`src/rtl/fpm_pkg.sv`:
```
// fpm_pkg: shared types and helpers for the F-PM phase sequencer.
//   phase_e    - sequencer phases, including the IDLE and END bookends
//   op_cls_e   - op classes; ops within a class walk identical phase sequences
//   OP_*       - ir[7:9] op code values
//   op_class() - maps {nrf, ir} to an op class
//   is_loop_phase() - phases that may repeat and are guarded by the watchdog
package fpm_pkg;

    localparam int CNT_W = 6;

    typedef enum logic [3:0] {
        IDLE, F2, F4, F5, F6, F7, F8, F9, F10, F13, END
    } phase_e;

    typedef enum logic [2:0] {
        CLS_ADD,   // AD, SD
        CLS_FADD,  // AF, SF
        CLS_MUL,   // MW, DW
        CLS_FMUL,  // MF, DF
        CLS_NRF    // normalize only
    } op_cls_e;

    localparam logic [2:0] OP_AD = 3'd0;
    localparam logic [2:0] OP_SD = 3'd1;
    localparam logic [2:0] OP_MW = 3'd2;
    localparam logic [2:0] OP_DW = 3'd3;
    localparam logic [2:0] OP_AF = 3'd4;
    localparam logic [2:0] OP_SF = 3'd5;
    localparam logic [2:0] OP_MF = 3'd6;
    localparam logic [2:0] OP_DF = 3'd7;

    // nrf overrides whatever op code is on ir.
    function automatic op_cls_e op_class(input logic [2:0] ir, input logic nrf);
        op_cls_e cls;
        if (nrf) begin
            cls = CLS_NRF;
        end else begin
            case (ir)
                OP_AD, OP_SD: cls = CLS_ADD;
                OP_AF, OP_SF: cls = CLS_FADD;
                OP_MW, OP_DW: cls = CLS_MUL;
                default:      cls = CLS_FMUL;
            endcase
        end
        return cls;
    endfunction

    function automatic logic is_loop_phase(input phase_e p);
        return (p == F8) || (p == F9) || (p == F10);
    endfunction

endpackage

```
`src/rtl/fpm_loopcnt.sv`:
```
// fpm_loopcnt: iteration watchdog for the F8/F9/F10 loops.
//   __clk, rst_ : clock, synchronous active-low reset
//   clr         : zero the count (wins over inc)
//   inc         : one loop iteration completes this cycle
//   limit       : iteration budget
//   hit         : the iteration completing now brings the count to limit
module fpm_loopcnt
    import fpm_pkg::*;
(
    input  logic             __clk,
    input  logic             rst_,
    input  logic             clr,
    input  logic             inc,
    input  logic [CNT_W-1:0] limit,
    output logic             hit
);

    logic [CNT_W-1:0] cnt_q;
    logic [CNT_W-1:0] cnt_d;
    logic [CNT_W:0]   cnt_nxt;

    // Count as it will stand once the current iteration is included.
    assign cnt_nxt = {1'b0, cnt_q} + {{CNT_W{1'b0}}, 1'b1};
    assign hit     = inc && (cnt_nxt >= {1'b0, limit});

    always_comb begin
        cnt_d = cnt_q;
        if (clr) begin
            cnt_d = '0;
        end else if (inc && (cnt_q != '1)) begin
            cnt_d = cnt_nxt[CNT_W-1:0];
        end
    end

    always_ff @(posedge __clk) begin
        if (!rst_) begin
            cnt_q <= '0;
        end else begin
            cnt_q <= cnt_d;
        end
    end

endmodule

```
`src/rtl/fpm_seq.sv`:
```
// fpm_seq: phase sequencer for the F-PM microoperation datapath.
// Accepts one FPU/AWP op per start and walks the F-PM phase lines, two cycles
// per phase (S1 carries strob_fp, S2 carries strob2_fp), branching on
// datapath flags sampled in S2.
//   __clk, rst_          : clock, synchronous active-low reset
//   start, ir, pufa, nrf : op request, op code, AWP-op qualifier, normalize-only
//   g, fic_zero, nz, ws  : datapath branch flags
//   fi_any               : FP exception raised, aborts the op
//   f2_..f10_ (low), f9, f13 (high) : phase lines
//   strob_fp, strob2_fp  : first / second strobe of the current phase
//   busy, done           : op in progress, one-cycle end pulse
//   err, abrt            : watchdog / exception abort, held until next start
// Every output is a flop loaded from the next-state decode.
module fpm_seq
    import fpm_pkg::*;
#(
    parameter int MAX_LOOP = 48
) (
    input  logic       __clk,
    input  logic       rst_,
    input  logic       start,
    input  logic [2:0] ir,
    input  logic       pufa,
    input  logic       nrf,
    input  logic       g,
    input  logic       fic_zero,
    input  logic       nz,
    input  logic       ws,
    input  logic       fi_any,
    output logic       f2_,
    output logic       f4_,
    output logic       f5_,
    output logic       f6_,
    output logic       f7_,
    output logic       f8_,
    output logic       f10_,
    output logic       f9,
    output logic       f13,
    output logic       strob_fp,
    output logic       strob2_fp,
    output logic       busy,
    output logic       done,
    output logic       err,
    output logic       abrt
);

    localparam logic [CNT_W-1:0] LOOP_LIMIT = CNT_W'(MAX_LOOP);

    phase_e  phase_q, phase_d;
    op_cls_e cls_q, cls_d;
    logic    s2_q, s2_d;
    logic    corr_done_q, corr_done_d;
    logic    bypass_q, bypass_d;
    logic    err_q, err_d;
    logic    abrt_q, abrt_d;

    logic f2_q, f4_q, f5_q, f6_q, f7_q, f8_q, f10_q, f9_q, f13_q;
    logic f2_d, f4_d, f5_d, f6_d, f7_d, f8_d, f10_d, f9_d, f13_d;
    logic strob_q, strob2_q, busy_q, done_q;
    logic strob_d, strob2_d, busy_d, done_d;

    phase_e nxt;
    logic   stay;
    logic   in_phase;
    logic   lc_clr, lc_inc, lc_hit;

    // Watchdog: counts S2s of a loop phase, restarts whenever the phase changes.
    assign lc_inc = s2_q && is_loop_phase(phase_q);
    assign lc_clr = (phase_d != phase_q);

    fpm_loopcnt u_loopcnt (
        .__clk (__clk),
        .rst_  (rst_),
        .clr   (lc_clr),
        .inc   (lc_inc),
        .limit (LOOP_LIMIT),
        .hit   (lc_hit)
    );

    // Next-state logic
    always_comb begin
        phase_d     = phase_q;
        s2_d        = s2_q;
        cls_d       = cls_q;
        corr_done_d = corr_done_q;
        bypass_d    = bypass_q;
        err_d       = err_q;
        abrt_d      = abrt_q;
        nxt         = END;
        stay        = 1'b0;

        case (phase_q)
            IDLE: begin
                if (start && (pufa || nrf)) begin
                    cls_d       = op_class(ir, nrf);
                    phase_d     = (op_class(ir, nrf) == CLS_ADD) ? F6 : F2;
                    s2_d        = 1'b0;
                    corr_done_d = 1'b0;
                    bypass_d    = 1'b0;
                    err_d       = 1'b0;
                    abrt_d      = 1'b0;
                end
            end
            END: begin
                phase_d = IDLE;
            end
            default: begin
                if (!s2_q) begin
                    s2_d = 1'b1;
                end else begin
                    s2_d = 1'b0;
                    case (phase_q)
                        F2: begin
                            case (cls_q)
                                CLS_FADD: nxt = F5;
                                CLS_NRF:  nxt = F10;
                                default:  nxt = F4;
                            endcase
                        end
                        F4: nxt = F9;
                        F5: begin
                            nxt      = g ? F6 : F8;
                            bypass_d = g;
                        end
                        F8: begin
                            stay = !fic_zero;
                            nxt  = F6;
                        end
                        F9: begin
                            stay = !fic_zero;
                            nxt  = (cls_q == CLS_MUL) ? F6 : F10;
                        end
                        F10: begin
                            stay = nz;
                            if ((cls_q != CLS_NRF) && ws && !corr_done_q) begin
                                nxt = F7;
                            end else begin
                                nxt = F13;
                            end
                        end
                        F6: begin
                            case (cls_q)
                                CLS_ADD: nxt = F7;
                                CLS_MUL: nxt = END;
                                default: begin
                                    // On the g path F6 runs twice: once standing
                                    // in for the skipped alignment loop, once as
                                    // the regular post-alignment F6.
                                    if (bypass_q) begin
                                        nxt      = F6;
                                        bypass_d = 1'b0;
                                    end else begin
                                        nxt = F7;
                                    end
                                end
                            endcase
                        end
                        F7: begin
                            if (cls_q == CLS_ADD) begin
                                nxt = END;
                            end else begin
                                // F7 before F10 (add path) vs. the one-shot
                                // correction F7 after F10.
                                nxt = corr_done_q ? F13 : F10;
                            end
                        end
                        default: nxt = END;
                    endcase

                    // Exception beats watchdog beats normal loop exit.
                    if (fi_any) begin
                        abrt_d  = 1'b1;
                        phase_d = END;
                    end else if (stay && lc_hit) begin
                        err_d   = 1'b1;
                        phase_d = END;
                    end else if (stay) begin
                        phase_d = phase_q;
                    end else begin
                        phase_d = nxt;
                    end

                    if ((phase_q == F10) && (phase_d == F7)) begin
                        corr_done_d = 1'b1;
                    end
                end
            end
        endcase
    end

    // Output decode from the next state
    always_comb begin
        f2_d     = (phase_d != F2);
        f4_d     = (phase_d != F4);
        f5_d     = (phase_d != F5);
        f6_d     = (phase_d != F6);
        f7_d     = (phase_d != F7);
        f8_d     = (phase_d != F8);
        f10_d    = (phase_d != F10);
        f9_d     = (phase_d == F9);
        f13_d    = (phase_d == F13);
        in_phase = (phase_d != IDLE) && (phase_d != END);
        strob_d  = in_phase && !s2_d;
        strob2_d = in_phase && s2_d;
        busy_d   = (phase_d != IDLE);
        done_d   = (phase_d == END);
    end

    always_ff @(posedge __clk) begin
        if (!rst_) begin
            phase_q     <= IDLE;
            s2_q        <= 1'b0;
            cls_q       <= CLS_ADD;
            corr_done_q <= 1'b0;
            bypass_q    <= 1'b0;
            err_q       <= 1'b0;
            abrt_q      <= 1'b0;
            f2_q        <= 1'b1;
            f4_q        <= 1'b1;
            f5_q        <= 1'b1;
            f6_q        <= 1'b1;
            f7_q        <= 1'b1;
            f8_q        <= 1'b1;
            f10_q       <= 1'b1;
            f9_q        <= 1'b0;
            f13_q       <= 1'b0;
            strob_q     <= 1'b0;
            strob2_q    <= 1'b0;
            busy_q      <= 1'b0;
            done_q      <= 1'b0;
        end else begin
            phase_q     <= phase_d;
            s2_q        <= s2_d;
            cls_q       <= cls_d;
            corr_done_q <= corr_done_d;
            bypass_q    <= bypass_d;
            err_q       <= err_d;
            abrt_q      <= abrt_d;
            f2_q        <= f2_d;
            f4_q        <= f4_d;
            f5_q        <= f5_d;
            f6_q        <= f6_d;
            f7_q        <= f7_d;
            f8_q        <= f8_d;
            f10_q       <= f10_d;
            f9_q        <= f9_d;
            f13_q       <= f13_d;
            strob_q     <= strob_d;
            strob2_q    <= strob2_d;
            busy_q      <= busy_d;
            done_q      <= done_d;
        end
    end

    assign f2_       = f2_q;
    assign f4_       = f4_q;
    assign f5_       = f5_q;
    assign f6_       = f6_q;
    assign f7_       = f7_q;
    assign f8_       = f8_q;
    assign f10_      = f10_q;
    assign f9        = f9_q;
    assign f13       = f13_q;
    assign strob_fp  = strob_q;
    assign strob2_fp = strob2_q;
    assign busy      = busy_q;
    assign done      = done_q;
    assign err       = err_q;
    assign abrt      = abrt_q;

endmodule

```
`config.mk`:
```
export PLATFORM = sky130hd
export DESIGN_NAME = fpm_seq
export DESIGN_NICKNAME = d
export VERILOG_FILES = /design/src/rtl/fpm_pkg.sv /design/src/rtl/fpm_loopcnt.sv /design/src/rtl/fpm_seq.sv
export SDC_FILE = /design/constraint.sdc
export NUM_CORES = 1
export LEC_CHECK = 0
export CAP_MARGIN = 10
export CORE_MARGIN = 2
export CORE_UTILIZATION = 30
export CTS_CLUSTER_SIZE = 30
export DETAILED_ROUTE_END_ITERATION = 8
export SYNTH_ARGS = -nofsm -noshare
export SYNTH_HDL_FRONTEND = slang
export SYNTH_SLANG_ARGS = --single-unit
```
`constraint.sdc`:
```
create_clock -name __clk -period 5.72 [get_ports __clk]
set_input_delay 1.144 -clock __clk [delete_from_list [all_inputs] [get_ports __clk]]
set_output_delay 1.144 -clock __clk [all_outputs]
set_load 0.02 [all_outputs]
```
==> results of run 1 <==
## where the power goes
| group | leakage (nW) | total [mW] | internal [mW] | switching, mW |
|---|---|---|---|---|
| clock network | 0.0505 | 0.191 | 0.109 | 0.0821 |
| logic | 0.440 | 0.136 | 0.0585 | 0.0774 |
| registers | 0.252 | 0.251 | 0.228 | 0.0221 |
## per-stage QoR
step	worst slack, ns	hold slack, ns	std cells	utilization, %	instance area (um^2)
after CTS	1.95	0.477	318	37.7	2200
after global routing	1.74	0.505	318	37.7	2200
final	1.97	0.471	318	37.7	2200
after detailed placement	1.65	0.460	310	35.9	2100
after global placement	1.70	0.450	310	35.9	2100
after floorplan	2.62	0.450	220	-	1800
## layer usage
metal,share of wire (%),vias to the layer above,GRT usage [%]
met1,48,789,20.0
met5,0,-,0
li1,-,857,-
met4,1.9,0,6.95
met3,5.4,7,3.63
met2,45,53,20.5
## area by class of cell
cell class	instances	area, um^2
Clock buffer	7	96.3
Clock inverter	1	7.51
Fill cell	611	3650
Inverter	6	22.5
Multi-Input combinational cell	172	1100
Sequential cell	31	621
Tap cell	75	93.8
Timing Repair Buffer	26	260
## cells by family after synthesis
logic type | Yosys count | share of synthesized area, %
and+or+nand+nor | 109 | 33.3
AOI/OAI and AO/OA | 51 | 20.8
DFF | 31 | 34.4
buffers and inverters | 17 | 4.37
muxes | 7 | 4.24
xor gates and xnor gates | 3 | 1.46
adders and majority gates | 2 | 1.39
## cell usage after synthesis, types with 2 or more instances
library cell	count
or3_1	4
nor3b_1	4
dfxtp_1	31
nor3_2	2
a2111oi_0	3
xor2_1	2
nor4b_1	2
clkinv_1	2
nand2b_1	7
inv_1	4
ha_1	2
o211ai_1	2
mux2i_1	5
o21ai_0	9
and4_1	2
nand3_1	7
o221ai_1	3
or2_2	2
and2_1	3
nor2_1	30
a21oi_1	15
a311oi_1	2
nand2_1	17
nand4_1	5
buf_2	3
or4b_1	2
a2111o_1	2
or2_1	3
clkbuf_1	6
nor3_1	4
nor4_1	4
or3b_2	2
nor2b_1	2
## critical path, stage by stage
cell and delay [ns]:
clkdlybuf4s50_1 0.58, o21ai_0 0.23, or4_1 0.62, o22ai_1 0.29
o221ai_1 0.35, a2111o_1 0.47, or2_1 0.23
## worst max-delay path by stage
stage / depth (start not counted) / slack [ns] / end / start
global placement: 7 / 1.70 / f5_ / nrf
CTS: 7 / 1.95 / f5_ / nrf
finish: 7 / 1.97 / f5_ / nrf
detailed placement: 7 / 1.65 / f5_ / nrf
floorplan: 7 / 2.62 / u_loopcnt.cnt_q[2] / fic_zero
global route: 8 / 1.74 / f4_ / fic_zero
## placed cells by master, fill, tap and decap left out, types with 2 or more instances in the layout
| cell type | Yosys | final |
|---|---|---|
| o211ai_1 | 2 | 2 |
| inv_1 | 4 | 4 |
| nor3b_1 | 4 | 4 |
| a311oi_1 | 2 | 2 |
| a2111oi_0 | 3 | 3 |
| and4_1 | 2 | 2 |
| clkbuf_8 | 0 | 7 |
| mux2i_1 | 5 | 5 |
| nand3_1 | 7 | 7 |
| or2_2 | 2 | 2 |
| nor2_1 | 30 | 30 |
| xor2_1 | 2 | 2 |
| nor4b_1 | 2 | 2 |
| o21ai_0 | 9 | 9 |
| dfxtp_1 | 31 | 31 |
| ha_1 | 2 | 2 |
| or4b_1 | 2 | 2 |
| or3b_2 | 2 | 2 |
| or2_1 | 3 | 3 |
| nand2_1 | 17 | 17 |
| nor3_1 | 4 | 4 |
| clkdlybuf4s50_1 | 0 | 26 |
| nor4_1 | 4 | 4 |
| nor3_2 | 2 | 2 |
| a21oi_1 | 15 | 15 |
| nand2b_1 | 7 | 7 |
| o221ai_1 | 3 | 3 |
| or3_1 | 4 | 4 |
| nand4_1 | 5 | 5 |
| nor2b_1 | 2 | 2 |
| and2_1 | 3 | 3 |
| clkinv_1 | 2 | 2 |
| a2111o_1 | 2 | 2 |
==> impl_metrics.ini, run 1 <==
[cells_and_area]
insertedDiodeCount = 0
largest_reg_flops = 6
top_regs = u_loopcnt.cnt_q: 6 flops, phase_q: 4 flops, cls_q: 3 flops
flow.area_growth_from_synthesis_pct = 22.3
top_register = u_loopcnt.cnt_q
layout.nets = 257
drive_gt1_share_pct = 8.64

[sta]
timing.final.crit_share_pct = 65.5
maxSlewHeadroom_pct = 52.8
finClkSkew_ns = 0.00451
timing.fmax_ghz = 0.267
unrepaired_setup_endpoints_after_global_routing = false
setup_total_negative_slack_ns = 0
slew_violations = 0
worst-slew-pin-transition_ns = 0.708
final_worst_path_period_need_ns = 3.75
count_of_final_hold_check_violations = 0
finalSetupViolCount = 0

[min_path]
hold_path_startpoint = abrt
hold_depth = 2
min_to = abrt
min_path_type = flip-flop to flip-flop

[synth]
area_fraction_of_the_dominant_cell_type_after_synthesis_pct = 34.4
synth_edf_count = 0
postSynthNetCount = 235
post_synth_num_cell_types = 60
synth_area_leader = dfxtp_1
cell_area_synth_mm2 = 0.00180
synthesis.instances = 220
sequential_to_total_area_share_from_yosys_stat_pct = 34.4
synth-seq-cells = 31
synth_area_per_cell_um2 = 8.19
ys_async_sr_fraction_pct = 0
synth_ff_type = dfxtp_1
yosysWarnings = 0
netlist_top_cells_area = dfxtp_1, nor2_1, a21oi_1, nand2_1, mux2i_1

[floorplan]
top_level_port_count = 28
die_height_um = 81.5
die_area_mm2 = 0.00664
core_area_mm2 = 0.00585
die-width_um = 81.5
floorplan.initialDensity_pct = 30.8
floorplan_row_count = 28

[power]
total_power_mw = 0.578
power_density_mw_per_mm2 = 262
leakage_nw = 0.742
ir_worst_vdd_mv = 0.158

[clock_tree]
clock-root-buffer = clkbuf_8
clkTransAtPathRegs_ns = 0.07
tritoncts = done
cts_resized = 0
cts_hold_buf = 0
insertion_delay_ns = 0.28
cts_htree_levels = 2
max_clock_buf_depth = 2
count_of_clock_tree_sinks = 31
tritoncts.num_buffers = 5
cts_setup_buffers = 0

[drt]
routed_wire_length_per_instance_um = 13.7
detailroute.via_count = 1706
drc = 0
finalWirelength_mm = 4.37
initial_drc_count = 208
detailedRoute.firstPassIterationCount = 4
ant_nets = 0
avgViaCountPerCell = 5.36

[placed_design]
hpwlAfterDp_mm = 3.16
place.port_buffers = 26
place_congestion = 0.854

[global_routing]
via_count_of_the_first_global_routing_pass = 1524
grt_antenna_before_repair = 0
first_pass_grt_wire_length_mm = 7.36
gr-total-overflow = 0
grt_start_max_net_pins = 25
grtUsageTotal_pct = 14.3

[worst_setup_path]
reg2reg_slack_ns = 2.59
endpoint_type_of_the_worst_setup_path = flip-flop
r2r.worst_path.cells = 7
worst_setup_path_start_kind = input pin
r2r-end = f4_
worstPathMaxFanout = 8
data_required_time_at_the_worst_endpoint_ns = 5.89
worstReg2RegStart = phase_q[2]
critPathKind = input pin to flip-flop
cp.arrival_ns = 3.92

[outcome]
outcome = finished, final reports clean

[flow_run]
max-cap-violations = 0
(Power assumes the default switching activity.)
==> run 2, diff against run 1 <==
Clock period 5.72 ns to 3.05 ns, I/O delays scaled along.
==> impl_metrics.ini, run 2 (synthesized netlist as in run 1, its figures left out) <==
[outcome]
outcome = finished, final reports clean

[power]
power_density_mw_per_mm2 = 472
ir_worst_vdd_mv = 0.180
leakage_nw = 0.872
total_power_mw = 1.13
seqPwrFrac_pct = 39.8
clkPwrFrac_pct = 32.1
internal_power_mw = 0.778
swShare_pct = 31.3
pwr-share-comb_pct = 28.1
switching_power_mw = 0.354

[sta]
setup_slack_ns = 0.212
slew_violations = 0
final_worst_path_period_need_ns = 2.84
maxSlewHeadroom_pct = 63.2
timing.final.crit_share_pct = 93.0
unrepaired_setup_endpoints_after_global_routing = false
count_of_final_hold_check_violations = 0
worst-slew-pin-transition_ns = 0.537
finalSetupViolCount = 0
timing.fmax_ghz = 0.352
finClkSkew_ns = 0.00626

[global_routing]
grt_antenna_before_repair = 0
use_met2_pct = 24.5
grtUsageTotal_pct = 15.5
via_count_of_the_first_global_routing_pass = 1744
grt_start_max_net_pins = 24
first_pass_grt_wire_length_mm = 7.93
globalRoute.busiestLayer = met2
grtUsageMet1_pct = 19.9
gr-total-overflow = 0
global_route_met3_usage_pct = 4.18

[drt]
routed_wire_length_per_instance_um = 13.6
ant_nets = 0
detailedRoute.firstPassIterationCount = 4
drc = 0
avgViaCountPerCell = 5.22
initial_drc_count = 99
detailroute.via_count = 1795
finalWirelength_mm = 4.67

[clock_tree]
cts_resized = 0
clock-root-buffer = clkbuf_8
clkTransAtPathRegs_ns = 0.07
count_of_clock_tree_sinks = 31
insertion_delay_ns = 0.28
cts_hold_buf = 0
tritoncts.num_buffers = 5
max_clock_buf_depth = 2
cts_setup_buffers = 0
cts_htree_levels = 2
tritoncts = done

[cells_and_area]
sequential_cell_area_um2 = 621
fill_cells = 595
top_regs = u_loopcnt.cnt_q: 6 flops, phase_q: 4 flops, cls_q: 3 flops
layout.nets = 283
largest_reg_flops = 6
layout.cell_area.non_filler_mm2 = 0.00240
flow.area_growth_from_synthesis_pct = 33.1
drive_gt1_share_pct = 17.5
top_register = u_loopcnt.cnt_q
layout.cells.most_common_list = dfxtp_1, nor2_1, clkdlybuf4s50_1, buf_4, nand2_1
post-route-util_pct = 41.0
area_occupied_by_multi_input_gates_mm2 = 0.00110
final_common_cell = dfxtp_1
instances_no_fill = 344
insertedDiodeCount = 0

[worst_setup_path]
crit_chain = clkdlybuf4s50_1 > nor4bb_1 > a21oi_1 > a211oi_4 > nor3_2 > mux2_4 > a2111o_1 > a311oi_2
data_required_time_at_the_worst_endpoint_ns = 3.25
worst_setup_path_start_kind = input pin
cp_num_buf_inv = 1
endpoint_type_of_the_worst_setup_path = flip-flop
cp.arrival_ns = 3.03
reg2reg_slack_ns = 0.23
worstPathMaxFanout = 6
path_delay_family = compound AO/OA/AOI/OAI gates
worst_path_max_delay_cell = a2111o_1
critPathKind = input pin to flip-flop
cpPeakStageDelay_ns = 0.53

[placed_design]
place.port_buffers = 26
place_congestion = 0.913
placed_cells = 336
pre_cts_slack_ns = -0.0411
place_area_mm2 = 0.00229
hpwlAfterDp_mm = 3.48

[floorplan]
die_height_um = 81.5
floorplan.initialDensity_pct = 30.8
die_area_mm2 = 0.00664
core_area_mm2 = 0.00585
floorplan_row_count = 28
die-width_um = 81.5
top_level_port_count = 28

[flow_run]
max-cap-violations = 0

[min_path]
min_path_type = flip-flop to flip-flop
run 2: worst paths after layout:
| path | to | depth (start not counted) | start |
|---|---|---|---|
| worst max-delay path | u_loopcnt.cnt_q[2] | 8 | fic_zero |
| worst min-delay path | err | 2 | err |
| worst max register to register | f7_ | 8 | phase_q[2] |
| worst min register to register | err | 2 | err |
run 2: area by class of cell:
cell class | instances | share of cell area, %
sequential | 31 | 25.9
multi-input combinational | 172 | 46.0
timing repair buffer | 52 | 19.0
inverter | 6 | 0.939
tap | 75 | 3.91
clock buffer | 7 | 4.02
clock inverter | 1 | 0.313
run 2: metrics by stage:
stage	hold WS, ns	setup TNS, ns
2_1_floorplan	0.450	0
3_3_place_gp	0.455	-0.105
3_5_place_dp	0.465	-0.0624
4_1_cts	0.480	0
5_1_grt	0.500	0
6_report	0.473	0
run 2: power groups by stage:
stage	clock, mW	combinational (mW)	sequential (mW)
after floorplan	0	0.181	0.468
after global placement	0	0.314	0.460
after detailed placement	0	0.316	0.459
after CTS	0.372	0.319	0.450
after global routing	0.393	0.354	0.453
final	0.363	0.318	0.450
run 2: tightest hold or removal path: cells and delay by family (launching register included):
family,cells,cell delay [ns]
flip-flops,1,0.33
AO/OA/AOI/OAI,1,0.04
AND/OR/NAND/NOR,1,0.07
run 2: routing by layer:
layer | up-vias | wire, um
met4 | 0 | 109
met2 | 35 | 2140
met5 | - | 0
met3 | 11 | 205
li1 | 906 | -
met1 | 843 | 2220
==> run 3, diff against run 2 <==
Settings changed: CAP_MARGIN 10 to 5, TNS_END_PERCENT from default to 1.
==> results of run 3 <==
No change in the layout: final DEF, timing and power equal those of run 2.
==> edit, RTL diff (settings of run 2) <==
Remove the register `f13_q`: a continuous assignment takes its place, so the output `f13` follows one clock earlier.
--- a/src/rtl/fpm_seq.sv
+++ b/src/rtl/fpm_seq.sv
@@ -223,7 +223,6 @@
             f8_q        <= 1'b1;
             f10_q       <= 1'b1;
             f9_q        <= 1'b0;
-            f13_q       <= 1'b0;
             strob_q     <= 1'b0;
             strob2_q    <= 1'b0;
             busy_q      <= 1'b0;
@@ -244,13 +243,14 @@
             f8_q        <= f8_d;
             f10_q       <= f10_d;
             f9_q        <= f9_d;
-            f13_q       <= f13_d;
             strob_q     <= strob_d;
             strob2_q    <= strob2_d;
             busy_q      <= busy_d;
             done_q      <= done_d;
         end
     end
+
+    assign f13_q = f13_d;
 
     assign f2_       = f2_q;
     assign f4_       = f4_q;
Behaviour: not the same (Yosys sat finds a counterexample within 10 cycles, from zero or initial values and one cycle with rst_ low).
==> edit against run 2 <==
  * The run now ends with negative setup slack left
  * Synthesized cell count decreased by 2.7%
  * Routed wire length increased by 14%
  * Cell area increased by 17%
  * Count of clock-buffer cells in the layout unchanged
  * Setup slack got worse by 0.23 ns
  * Utilization increased by 6.5 points
  * Total power increased by 4.9%
  * Sequential power decreased by 4%
  * Area after synthesis increased by 2.4%
  * Sequential share of layout area decreased by 4.1 points
  * Via count increased by 6.6%
  * Global-route usage increased by 0.21 points
  * Sequential cell count decreased by 1
  * Critical endpoint is now f13
  * Largest cell class unchanged
==> edit: results (changes against run 2) <==
Final setup viols 1 (+1); worst r2r path cells 12 (+4); placed cell count 357 (+6.3%); setup TNS -0.0150 ns (-0.0150 ns); Port Buf Inserts 26 (unchanged); Clock Skew 0.00168 ns (-0.00458 ns); gr usage total 15.8% (+0.21 points); NumNets Final 314 (+11%); initial drt markers 105 (+6.1%); largest net degree at the start of global routing 12 (-50%); CP endpoint f13; layout cell share with drive strength beyond 1 35.3% (+18 points); r2r setup slk 0.38 ns (+0.15 ns); DP Area 2540 µm² (+11%); crit path DAT 2.45 ns (-0.58 ns); leakage 1.07 nW (+23%); DR vias/cell 5.10 (-2.2%); via count 1,913 (+6.6%); TritonRoute pass-1 iters 5 (+1); violated checks negative setup slack; Worst R2R End busy; Clock Pin Slew Worst Setup and Hold Paths 0.06 ns; status finished with violations; Post-synth top cells dfxtp_1, nand2_1, nor2_1; hpwl dp 3880 µm (+12%); first-pass GRT wire length 8250 µm (+4.0%); Syn Area/Cell 8.62 µm² (+5.2%); Worst Setup Slack post-DPL -0.752 ns (-0.711 ns); hold_sp err; CP Max Fanout 5 (-1); fin util 47.5% (+6.5 points); Fillers 558 (-6.2%); final WL 5310 µm (+14%); Worst Setup Path Type reg -> out; Worst Tran Pin Value 0.553 ns (+0.0154 ns); VDD IR max 346 µV (+92%); number of global-route vias before repair 1,752 (+0.46%); Syn Nets 229 (-2.6%); fin worst setup slack -0.0150 ns (-0.227 ns); synth top area cells dfxtp_1, nand2_1, a21oi_1; Routability Congestion 0.860 (-5.8%); synth unique cells 59 (-1.7%); register area share after synthesis 32.6% (-1.9 points)
==> edit: cell types whose count changed after synthesis, moves of 4 or more <==
| cell | before | now |
|---|---|---|
| a31oi_1 | 1 | 5 |
| xnor2_1 | 1 | 6 |
| nor3b_1 | 4 | 0 |
| nand2b_1 | 7 | 3 |
| nor4_1 | 4 | 8 |
| nor2_1 | 30 | 15 |
| buf_2 | 3 | 7 |
==> edit: metrics by stage <==
| stage | power (W) | hold slack [ns] |
|---|---|---|
| global placement | 0.000774 | 0.460 |
| detailed placement | 0.000774 | 0.490 |
| finish | 0.00119 | 0.497 |
| floorplan | 0.000624 | 0.469 |
| CTS | 0.00119 | 0.507 |
| global route | 0.00125 | 0.527 |
==> edit: layout make-up <==
type,instances,share of cell area (%)
clock inverters,1,1.07
repair buffers,92,26.9
flip-flops and latches,30,21.8
multi-input cells,162,43.2
inverters,8,1.07
clock buffers,7,2.71
well taps,75,3.34
==> edit: critical path, stage by stage, from the launching register on <==
cell and delay [ns]:
dfxtp_4 0.35, buf_6 0.13, nor4b_4 0.32, buf_4 0.19, a21oi_4 0.05, a311oi_4 0.37, nor3_4 0.07, a211oi_2 0.23
nand2_1 0.11, nor3_2 0.19, buf_4 0.17
==> edit: power breakdown <==
| group | internal [W] | leakage, nW | switching, W |
|---|---|---|---|
| Clock | 0.000244 | 0.0524 | 0.000139 |
| Combinational | 0.000181 | 0.772 | 0.000191 |
| Sequential | 0.000413 | 0.247 | 0.0000179 |
| Total | 0.000838 | 1.07 | 0.000349 |
==> edit: timing repair <==
action,CTS,global route
resized for setup,18,13
pin swaps,11,10
endpoints found under the setup margin,1,1
setup buffers,3,8
==> edit: cells by family (layout without fill, tap and decap cells) <==
logic type | count (synthesis) | count (layout) | share of synthesized area [%]
AOI/OAI and AO/OA | 48 | 48 | 20.6
xor gates and xnor gates | 8 | 8 | 3.80
adders and majority gates | 2 | 2 | 1.36
buffers and inverters | 22 | 108 | 5.77
DFF | 30 | 30 | 32.6
muxes | 3 | 3 | 1.90
and+or+nand+nor | 101 | 101 | 34.1
==> edit: layer usage <==
metal | up-vias | GRT usage (%) | wire length, µm
met4 | 0 | 4.50 | 26
met5 | - | 0 | 0
met2 | 48 | 24.5 | 2470
met1 | 897 | 21.9 | 2550
met3 | 4 | 3.26 | 249
li1 | 964 | - | -
==> edit: worst min path at each step <==
stage	end	slack [ns]	cells after the start
after detailed placement	err	0.49	2
after CTS	err	0.51	2
after global placement	err	0.46	2
after floorplan	corr_done_q	0.47	2
after global routing	abrt	0.53	2
final	err	0.50	2
